--- src/rtl/fma_sched_pkg.sv ---
// Shared types and defaults for the FMA scheduler.
package fma_sched_pkg;

   localparam int unsigned FMA_LAT_DEFAULT = 5;
   localparam int unsigned NREQ_DEFAULT    = 4;
   localparam int unsigned MAX_OUT_DEFAULT = 4;

   typedef logic [31:0] fp32_t;
   typedef logic [$clog2(NREQ_DEFAULT)-1:0] req_id_t;

endpackage

--- src/rtl/fma_sched_rr_arbiter.sv ---
// Combinational round-robin picker: first eligible client at or after rr_ptr.
module rr_arbiter
   import fma_sched_pkg::*;
#(
   parameter  int unsigned NREQ = NREQ_DEFAULT,
   localparam int unsigned IDW  = $clog2(NREQ)
) (
   input  logic [NREQ-1:0] eligible,
   input  logic [IDW-1:0]  rr_ptr,
   output logic            grant_valid,
   output logic [IDW-1:0]  grant_id,
   output logic [NREQ-1:0] grant
);

   always_comb begin
      grant_valid = 1'b0;
      grant_id    = '0;
      grant       = '0;
      for (int unsigned k = 0; k < NREQ; k++) begin
         if (!grant_valid && eligible[IDW'((32'(rr_ptr) + k) % NREQ)]) begin
            grant_valid = 1'b1;
            grant_id    = IDW'((32'(rr_ptr) + k) % NREQ);
         end
      end
      if (grant_valid) grant[grant_id] = 1'b1;
   end

endmodule

--- src/rtl/fma_sched.sv ---
// Time-shares one pipelined FMA among NREQ clients with round-robin issue,
// a valid/tag shadow pipeline matching the FMA latency, and per-client credits.
module fma_sched
   import fma_sched_pkg::*;
#(
   parameter int unsigned NREQ    = NREQ_DEFAULT,
   parameter int unsigned FMA_LAT = FMA_LAT_DEFAULT,
   parameter int unsigned MAX_OUT = MAX_OUT_DEFAULT
) (
   input  logic                 clk,
   input  logic                 rst_n,
   input  logic [NREQ-1:0]      req_valid,
   output logic [NREQ-1:0]      req_ready,
   input  logic [NREQ*32-1:0]   req_a,
   input  logic [NREQ*32-1:0]   req_b,
   input  logic [NREQ*32-1:0]   req_c,
   output logic [NREQ-1:0]      rsp_valid,
   output logic [31:0]          rsp_data,
   output logic [31:0]          fma_a,
   output logic [31:0]          fma_b,
   output logic [31:0]          fma_c,
   input  logic [31:0]          fma_result,
   output logic                 busy
);

   localparam int unsigned IDW = $clog2(NREQ);
   localparam int unsigned CW  = $clog2(MAX_OUT + 1);
   localparam logic [CW-1:0] CREDIT_FULL = CW'(MAX_OUT);

   logic [CW-1:0]      credit_q [NREQ];
   logic [CW-1:0]      credit_d [NREQ];
   logic [IDW-1:0]     rr_ptr_q, rr_ptr_d;
   logic [FMA_LAT-1:0] vld_sr_q, vld_sr_d;
   logic [IDW-1:0]     id_sr_q [FMA_LAT];
   logic [IDW-1:0]     id_sr_d [FMA_LAT];

   logic [NREQ-1:0]    eligible;
   logic [NREQ-1:0]    grant;
   logic               grant_valid;
   logic [IDW-1:0]     grant_id;
   logic               rsp_hit;
   logic [IDW-1:0]     rsp_id;
   fp32_t              op_a, op_b, op_c;

   // Gating with rst_n keeps req_ready and the FMA operands at zero under reset.
   always_comb begin
      eligible = '0;
      for (int unsigned i = 0; i < NREQ; i++)
         eligible[i] = rst_n && req_valid[i] && (credit_q[i] != '0);
   end

   rr_arbiter #(.NREQ(NREQ)) u_arb (
      .eligible    (eligible),
      .rr_ptr      (rr_ptr_q),
      .grant_valid (grant_valid),
      .grant_id    (grant_id),
      .grant       (grant)
   );

   assign req_ready = grant;

   always_comb begin
      op_a = '0;
      op_b = '0;
      op_c = '0;
      for (int unsigned i = 0; i < NREQ; i++) begin
         if (grant[i]) begin
            op_a = req_a[i*32 +: 32];
            op_b = req_b[i*32 +: 32];
            op_c = req_c[i*32 +: 32];
         end
      end
   end

   assign fma_a = op_a;
   assign fma_b = op_b;
   assign fma_c = op_c;

   assign rsp_hit = vld_sr_q[FMA_LAT-1];
   assign rsp_id  = id_sr_q[FMA_LAT-1];

   always_comb begin
      rsp_valid = '0;
      rsp_data  = '0;
      if (rsp_hit) begin
         rsp_valid[rsp_id] = 1'b1;
         rsp_data          = fma_result;
      end
   end

   always_comb begin
      busy = |vld_sr_q;
      for (int unsigned i = 0; i < NREQ; i++)
         if (credit_q[i] != CREDIT_FULL) busy = 1'b1;
   end

   always_comb begin
      rr_ptr_d = rr_ptr_q;
      if (grant_valid)
         rr_ptr_d = (32'(grant_id) == NREQ - 1) ? '0 : grant_id + IDW'(1);

      vld_sr_d    = '0;
      vld_sr_d[0] = grant_valid;
      id_sr_d[0]  = grant_id;
      for (int unsigned k = 1; k < FMA_LAT; k++) begin
         vld_sr_d[k] = vld_sr_q[k-1];
         id_sr_d[k]  = id_sr_q[k-1];
      end

      // Issue and response to the same client in one cycle cancel out.
      for (int unsigned i = 0; i < NREQ; i++) begin
         credit_d[i] = credit_q[i];
         if (rsp_valid[i] && !grant[i] && credit_q[i] != CREDIT_FULL)
            credit_d[i] = credit_q[i] + CW'(1);
         else if (grant[i] && !rsp_valid[i] && credit_q[i] != '0)
            credit_d[i] = credit_q[i] - CW'(1);
      end
   end

   always_ff @(posedge clk or negedge rst_n) begin
      if (!rst_n) begin
         rr_ptr_q <= '0;
         vld_sr_q <= '0;
         for (int unsigned i = 0; i < NREQ; i++) credit_q[i] <= CREDIT_FULL;
         for (int unsigned k = 0; k < FMA_LAT; k++) id_sr_q[k] <= '0;
      end else begin
         rr_ptr_q <= rr_ptr_d;
         vld_sr_q <= vld_sr_d;
         credit_q <= credit_d;
         id_sr_q  <= id_sr_d;
      end
   end

endmodule
--- config.mk ---
export PLATFORM = sky130hd
export DESIGN_NAME = fma_sched
export DESIGN_NICKNAME = d
export VERILOG_FILES = /design/src/rtl/fma_sched_pkg.sv /design/src/rtl/fma_sched_rr_arbiter.sv /design/src/rtl/fma_sched.sv
export SDC_FILE = /design/constraint.sdc
export NUM_CORES = 1
export LEC_CHECK = 0
export CAP_MARGIN = 20
export CORE_AREA = 2 2 219 221
export CTS_BUF_LIST = sky130_fd_sc_hd__clkbuf_4 sky130_fd_sc_hd__clkbuf_8
export CTS_CLUSTER_DIAMETER = 80
export CTS_CLUSTER_SIZE = 30
export DETAILED_ROUTE_END_ITERATION = 10
export DIE_AREA = 0 0 221 223
export PLACE_DENSITY = 0.43
export SLEW_MARGIN = 15
export SYNTH_ARGS = -nofsm -noshare
export SYNTH_HDL_FRONTEND = slang
export SYNTH_SLANG_ARGS = --single-unit
--- constraint.sdc ---
create_clock -name clk -period 13 [get_ports clk]
set_input_delay 2.6 -clock clk [delete_from_list [all_inputs] [get_ports clk]]
set_output_delay 2.6 -clock clk [all_outputs]
set_load 0.005 [all_outputs]
==> results of run 1 <==
-- cells by family (layout without fill, tap and decap cells) --
family / count (synthesis) / after routing / synth area share (%)
simple gates: 376 / 376 / 36.7
other cells: 0 / 2 / 0
flops: 29 / 29 / 13.0
mux: 101 / 101 / 18.0
buf+inv: 86 / 584 / 5.83
fa+ha+maj: 8 / 8 / 2.31
xor+xnor: 8 / 8 / 1.25
compound gates: 225 / 225 / 23.0
-- layout make-up --
cell class	instances	area share (%)
repair buffers	568	47.5
well taps	615	6.44
clock inverters	2	0.314
inverters	8	0.251
flip-flops and latches	29	6.12
multi-input cells	718	38.7
diodes	2	0.0419
clock buffers	6	0.691
-- worst register-to-register path, delay by kind of cell (launching register included) --
kind / cells / cell delay (ps)
AO/OA/AOI/OAI: 4 / 1720
AND/OR/NAND/NOR: 5 / 1050
adder cells (fa/ha/maj): 2 / 810
flip-flops: 1 / 460
buffers and inverters: 2 / 630
-- cell usage in the layout (no fill, tap or decap), types with 6 or more instances in the layout --
cell type / instances
sky130_fd_sc_hd__nor2_1: 109
sky130_fd_sc_hd__dfrtp_1: 25
sky130_fd_sc_hd__clkdlybuf4s50_1: 558
sky130_fd_sc_hd__and3b_1: 93
sky130_fd_sc_hd__nand2_1: 106
sky130_fd_sc_hd__buf_4: 9
sky130_fd_sc_hd__a21oi_1: 100
sky130_fd_sc_hd__nor3_1: 10
sky130_fd_sc_hd__and2_1: 35
sky130_fd_sc_hd__inv_1: 7
sky130_fd_sc_hd__clkbuf_8: 6
sky130_fd_sc_hd__mux2i_1: 101
sky130_fd_sc_hd__nor2b_1: 6
sky130_fd_sc_hd__o21ai_0: 100
-- flip-flops by register name, indices dropped and copies added, names as in the netlist --
name      count
vld_sr_q      5
rsp_id        2
rr_ptr_q      2
id_sr_d       8
credit_q     12
-- per-layer routing --
layer / part of all wire, % / routed length, um / global-route usage (%)
met1: 43 / 15000 / 16.6
met2: 49 / 17200 / 22.9
met3: 6.0 / 2090 / 2.79
met4: 1.1 / 375 / 1.49
met5: 0.12 / 42 / 0
-- power by group --
| part | total, mW | internal [mW] | leakage (nW) | switching [mW] |
|---|---|---|---|---|
| clock | 0.0980 | 0.0623 | 0.0574 | 0.0358 |
| combinational | 0.173 | 0.130 | 3.75 | 0.0430 |
| sequential | 0.0903 | 0.0903 | 0.391 | 0 |
-- final timing paths --
check | start | endpoint | slack (ps) | cells after the start
worst max-delay path | rst_n | fma_c[5] | 2490 | 12
worst min-delay path | id_sr_d[3]$_DFF_PN0_ | id_sr_d[1]$_DFF_PN0_ | 350 | 0
worst max register to register | credit_q[9]$_DFFE_PN0P_ | credit_q[11]$_DFFE_PN1P_ | 8240 | 13
worst min register to register | id_sr_d[3]$_DFF_PN0_ | id_sr_d[1]$_DFF_PN0_ | 350 | 0
max in group asynchronous | rst_n | credit_q[11]$_DFFE_PN1P_ | 9910 | 2
min in group asynchronous | rst_n | credit_q[6]$_DFFE_PN0P_ | 2750 | 2
-- per-stage QoR --
step           hold WS, ps  std cells  setup WS [ps]  util [%]  power, mW
3_3_place_gp           333       1938           2540      25.1      0.265
6_report               351       1948           2490      25.3      0.361
5_1_grt                359       1947           2100      25.3      0.381
3_5_place_dp           336       1938           2530      25.1      0.265
2_1_floorplan          331        833           4960         -      0.124
4_1_cts                352       1946           2520      25.3      0.365
==> results.txt, run 1 <==
Before antenna repair, the detailed router went through 4 iterations. The logs give 7 for the initial antenna violation count and 0 for the number of setup violations in the final report. The area overhead of the layout relative to synthesis was 112%.

The worst hold path belongs to the class flip-flop to flip-flop. The die covers 0.0493 mm2. From bottom edge to top edge, the die measures 223 um.

The floorplan step set the die width to 221 um. Setup total negative slack on the finished layout was measured at 0 ps. The total global routing overflow is 0, and the routed via count divided by cell count is 3.98.

After synthesis the cells add up to 0.00563 mm2. The pin count of the biggest net entering global routing is 86. By count the netlist is led by 109 x sky130_fd_sc_hd__nor2_1, 106 x sky130_fd_sc_hd__nand2_1, 101 x sky130_fd_sc_hd__mux2i_1.

The worst path uses 80.9% of the clock period. The run gives 13.0% as the share of the yosys chip area belonging to registers. For this block, the initial DRC count from the detailed router was 330. In this run the count of I/O pins placed on the die edge is 559. Buffer depth of the longest clock path: 2. The remaining antenna violation count came out at 0. After clock tree synthesis, the clock-pin slew on the worst setup and hold paths is 60 ps.

The tools report the number of vias in the routed layout as 7,761. For the pin with the worst max-slew slack, the measured transition is 1050 ps. The analysis attributes to cell leakage a power of 4.19 nW.

Once the clock tree was built, the resizer swapped 0 gates to a different size. The synthesized design contains 0 enable-type register cells. The count of port buffers added during placement was 558. The number of buffers added by the clock tree synthesis step was 5. The number of buffers and inverters on the critical path is 5. Fill cells in the final layout number 5,177. Across the VDD grid, the largest voltage drop is 0.0606 mV. For the data required time of the critical path, the log shows 10,400 ps. The most repeated cell in the gate-level netlist after synthesis is sky130_fd_sc_hd__nor2_1. At the end of the flow, the number of nets in the layout was 1,760.

In this run the number of H-tree levels came out at 2. Sorting the synthesized cells by area gives the leading types as sky130_fd_sc_hd__mux2i_1 18%, sky130_fd_sc_hd__and3b_1 14%, sky130_fd_sc_hd__dfrtp_1 11%, sky130_fd_sc_hd__a21oi_1 8.9%, sky130_fd_sc_hd__o21ai_0 8.9%. In this run the post-CTS setup repair buffer count came out at 0. Setup repair after global routing left no endpoint under its margin. For the maximum clock rate, the log shows 0.0951 GHz. In the final layout, the share of cells above drive strength 1 is 2.48%. Summing all flip-flop and latch instances after layout gives 731 um2. The cell count after synthesis came out at 833. The biggest area contributor in the post-synthesis netlist is sky130_fd_sc_hd__mux2i_1. Counting flops and latches in the post-synthesis netlist gives 29.

The clock network latency to the later pin of the worst-skew pair came out at 280 ps. The critical path goes through clkdlybuf4s50_1, buf_4, o311a_1, o21ai_0, a221oi_1, inv_1, ha_4, buf_4, o21ai_0, mux2i_1, nor2_1, clkdlybuf4s50_1. The tools report the count of maximum capacitance violations as 0. Data on the critical path arrives at its endpoint at 7910 ps. Once detailed placement completed, the half-perimeter wirelength came to 28,600 um. The root buffer cell chosen for the clock tree is sky130_fd_sc_hd__clkbuf_8. The cell type group with the largest total delay on the critical path was compound AO/OA/AOI/OAI gates. The number of nets handed over by synthesis was 1,263. Number of pins with negative max-slew slack in the final report: 0. The tools report the total cell area at the placement stage as 0.0118 mm2. Subtracting the final worst setup slack from the clock period gives 10,510 ps.

The critical path endpoint category is an output port. First-pass GRT wire length: 49,100 um. For the number of clock sinks seen by CTS, the log shows 29.

After floorplanning, the core was divided into 80 placement rows. The run finished with clean final reports. The total global-route track usage was 12.9%. Critical setup path kind: input pin to output port. After detailed routing, the number of remaining DRC violations is 0. The post-route clock skew was 6.07 ps. Among all stages on the critical path, the largest delay is contributed by sky130_fd_sc_hd__o21ai_0. For the via count of the first global-routing pass, the log shows 7,672.

The core region is 0.0471 mm2. Area share of the largest cell type after synthesis: 18.0%. The tightest slew margin relative to the limit was 29.0%; the areal power density over the cells was 30.2 mW/mm2.

Critical path launch point type: an input pin. Once the floorplan was initialized, standard cells occupied 11.9% of the core. The final layout contains routed wiring with a total length of 34,700 um. Final instance area: 0.0119 mm2. The tools report the final-report hold violation count as 0. After synthesis, the share of flip-flops with an asynchronous set or reset is 100%. TritonCTS built the clock tree. In this design, the stage delay of the slowest critical-path cell is 920 ps. For this run, the number of Yosys warnings is 0. The number of different library cells used by synthesis comes to 41. Maximum fanout along the worst path: 77.

The run gives 0.00462 mm2 as the area occupied by multi-input gates. Routability-driven placement finished with a final weighted congestion of 0.900. Averaged over all synthesized cells, the footprint is 6.75 um2.

Most common flop cell mapped by yosys: sky130_fd_sc_hd__dfrtp_1. The final routed wire length divided by cell count was 17.8 um; the quantity of hold-fixing buffers added after cts was 0.
(Power assumes the default switching activity.)
==> inputs of run 2 (changes only) <==
--- a/config.mk
+++ b/config.mk
@@ -6,13 +6,13 @@
 export NUM_CORES = 1
 export LEC_CHECK = 0
 export CAP_MARGIN = 20
-export CORE_AREA = 2 2 219 221
+export CORE_AREA = 2 2 218 220
 export CTS_BUF_LIST = sky130_fd_sc_hd__clkbuf_4 sky130_fd_sc_hd__clkbuf_8
 export CTS_CLUSTER_DIAMETER = 80
 export CTS_CLUSTER_SIZE = 30
 export DETAILED_ROUTE_END_ITERATION = 10
-export DIE_AREA = 0 0 221 223
-export PLACE_DENSITY = 0.43
+export DIE_AREA = 0 0 220 222
+export PLACE_DENSITY = 0.44
 export SLEW_MARGIN = 15
 export SYNTH_ARGS = -nofsm -noshare
 export SYNTH_HDL_FRONTEND = slang
==> constraint.sdc (replaced) <==
create_clock -name clk -period 9.3 [get_ports clk]
set_input_delay 1.86 -clock clk [delete_from_list [all_inputs] [get_ports clk]]
set_output_delay 1.86 -clock clk [all_outputs]
set_load 0.005 [all_outputs]
==> run 2 against run 1 <==
Effect of this change: worst setup slack worse by 1700 ps; global-route usage grew 0.20 points; utilization increased by 0.72 points; largest power group unchanged; clock power increased by 39%; cell count increased by 0.10%; non-clock buffer count increased by 11; wire length is 0.67% lower; register-to-register slack got worse by 3000 ps; combinational power up 39%; worst hold slack barely moved; die area shrank 0.90%; cell area is 0.92% higher.
==> results.txt, run 2 (synthesis results as in run 1) <==
The clock-pin slew on the worst setup and hold paths came out at 70 ps (about the same). In the layout the commonest cells are 558 x sky130_fd_sc_hd__clkdlybuf4s50_1, 109 x sky130_fd_sc_hd__nor2_1, 106 x sky130_fd_sc_hd__nand2_1, 101 x sky130_fd_sc_hd__mux2i_1. The tools report the placer congestion estimate as 0.855 (-4.9%). The sum of net half-perimeters after detailed placement is 28,400 um (-0.70%). The first-pass GRT wire length is 48,800 um (-0.69%). The areal power density over the cells was 41.7 mW/mm2 (+38%); the global-route met1 utilization was 16.6% (about the same). The tools report the data required time of the critical path as 7440 ps (-2960 ps). The number of remaining DRC errors is 0 (unchanged). The worst-case hold slack was 351 ps (+0.0620 ps); the routed via count divided by cell count was 4.06 (+1.8%). For the total setup buffers inserted after CTS, the log shows 0 (unchanged). The internal power came out at 0.395 mW (+40%). Class of the worst hold path: flip-flop to flip-flop. The worst setup slack for register-to-register paths came out at 5220 ps (-3020 ps).

The number of design-rule violations left by the first detailed-router iteration was 351 (+6.4%). Setup repair after global routing left no endpoint under its margin. The tree is rooted in a sky130_fd_sc_hd__clkbuf_8. Initial antenna violation count: 1 (-6).

The maximum fanout along the worst path is 40 (-48%), and the count of maximum capacitance violations is 0 (unchanged). The critical setup path kind is input pin to output port. For the number of vias in the routed layout, the log shows 7,909 (+1.9%).

TritonCTS built the clock tree. Register with the most flip-flops: credit_q. The buffer depth of the longest clock path is 2 (unchanged). The final critical path time including I/O delays and setup was 8560 ps. The logs give 4.26 nW (+1.7%) for the leakage component of the power and 0 (unchanged) for the number of setup violations in the final report. Initial core utilization: 12.2% (+0.23 points). The switching portion of total power was 21.4% (-0.44 points); the final setup TNS was 0 ps (unchanged). The maximum clock rate was 0.117 GHz; the final clock period utilization by the worst path was 92.0%. For the H-tree depth reported by CTS, the log shows 2 (unchanged). The run gives 13.1% (+0.20 points) as the total global-route track usage. The post-cts repair resize count is 0 (unchanged), and the fraction of final layout cells with drive strength greater than 1 is 3.28% (+0.80 points). The library cell used most frequently in the layout, excluding fill and tap cells, is sky130_fd_sc_hd__clkdlybuf4s50_1. Proportion of power drawn by the clock network: 27.0% (about the same).

The x dimension of the die is 220 um (-0.45%), and the remaining antenna violation count is 0 (unchanged). The first-pass detailed-route iteration total was 6 (+2); the clock network latency to the later pin of the worst-skew pair was 280 ps (about the same). The logs give 1,771 (+0.63%) for the number of nets in the final layout and 80 (-7.0%) for the pin count of the biggest net entering global routing.

The tools report the total power draw as 0.502 mW (+39%). The logs give 32.0% (+3.0 points) for the tightest slew margin relative to the limit and 23.6% (+0.76 points) for the routing usage on met2. STA classifies the critical path endpoint as an output port. Core footprint: 0.0463 mm2 (-1.9%).

Critical path launch point type: an input pin. The number of placement rows came out at 79 (-1.3%). The tools report the arrival time of the worst setup path as 6700 ps (-1210 ps). The area growth from synthesis to layout is 114%. The final routed wirelength across all metal layers was 34,400 um (-0.67%); the via count of the first global-routing pass was 7,654 (-0.23%). The met3 global-route usage is 2.67% (-0.12 points), and the worst-margin pin slew is 1010 ps (-43.9 ps). The run gives 9.27 ps (+3.20 ps) as the post-route clock skew. The run gives 0 (unchanged) as the total global routing overflow. The run finished with clean final reports.

Maximum vdd ir drop: 0.0594 mV (-2.1%). Number of flip-flops in the largest register: 12 (unchanged). The quantity of hold-fixing buffers added after cts was 0 (unchanged); the number of pins with negative max-slew slack in the final report was 0 (unchanged). Count of port buffers added during placement: 558 (unchanged).

The run gives 0.0488 mm2 (-0.90%) as the total die area. The final routed wire length divided by cell count was 17.7 um (-0.77%); the sequential share of power was 25.1% (about the same). The number of clock sinks seen by CTS was 29 (unchanged); the height of the chip was 222 um (-0.45%). Total net switching power: 0.107 mW (+36%). The final-report hold violation count is 0 (unchanged), and the number of buffers added by the clock tree synthesis step is 5 (unchanged). The part of the power in combinational logic is 47.8% (about the same), and the top-level port count is 559 (unchanged). met2 is the most crowded layer.
-- run 2: power by group through the flow --
stage,clock network (mW),registers (mW),logic (mW)
finish,0.136,0.126,0.240
global route,0.145,0.126,0.258
CTS,0.139,0.126,0.242
detailed placement,0,0.129,0.241
global placement,0,0.129,0.240
floorplan,0,0.129,0.0442
-- run 2: final timing paths --
kind                       depth (start not counted)                     from                  endpoint
hold reg to reg                                    0     id_sr_d[4]$_DFF_PN0_      id_sr_d[2]$_DFF_PN0_
setup reg to reg                                  14  credit_q[9]$_DFFE_PN0P_  credit_q[11]$_DFFE_PN1P_
min in group asynchronous                          1                    rst_n   credit_q[7]$_DFFE_PN0P_
hold / removal                                     0     id_sr_d[4]$_DFF_PN0_      id_sr_d[2]$_DFF_PN0_
setup / recovery                                  14                    rst_n                  fma_c[6]
max in group asynchronous                          2                    rst_n  credit_q[11]$_DFFE_PN1P_
-- run 2: per-layer routing --
layer,vias to the layer above,share of wire [%],routed length (um)
li1,3947,-,-
met1,3656,42,14400
met2,290,50,17300
met3,16,7.3,2510
met4,0,0.74,256
met5,-,0,0
-- run 2: worst max-delay path, stage by stage --
cell	delay [ps]
sky130_fd_sc_hd__clkdlybuf4s50_1	790
sky130_fd_sc_hd__o311a_1	620
sky130_fd_sc_hd__and2_1	230
sky130_fd_sc_hd__o21a_1	110
sky130_fd_sc_hd__o21ai_0	110
sky130_fd_sc_hd__o21ai_0	250
sky130_fd_sc_hd__ha_2	600
sky130_fd_sc_hd__buf_12	260
sky130_fd_sc_hd__and3b_1	190
sky130_fd_sc_hd__a21oi_1	40
sky130_fd_sc_hd__o21ai_0	790
sky130_fd_sc_hd__mux2i_1	150
sky130_fd_sc_hd__nor2_1	150
sky130_fd_sc_hd__clkdlybuf4s50_1	510
-- run 2: through the flow --
stage                     setup WS (ps)  area [um2]  util (%)  instances
after floorplan                    2740        5630         -        833
final                               740       12100      26.1       1950
after CTS                           755       12100      26.1       1949
after global routing                402       12100      26.1       1949
after detailed placement            740       11900      25.8       1941
after global placement              784       11900      25.8       1941
-- run 2: cell type report --
cell class                      instances  area, um2
Fill cell                            5114      34200
Antenna cell                            1       2.50
Clock buffer                            6       82.6
Timing Repair Buffer                  579       5810
Inverter                                8       30.0
Sequential cell                        29        731
Clock inverter                          2       37.5
Multi-Input combinational cell        718       4610
Tap cell                              607        759
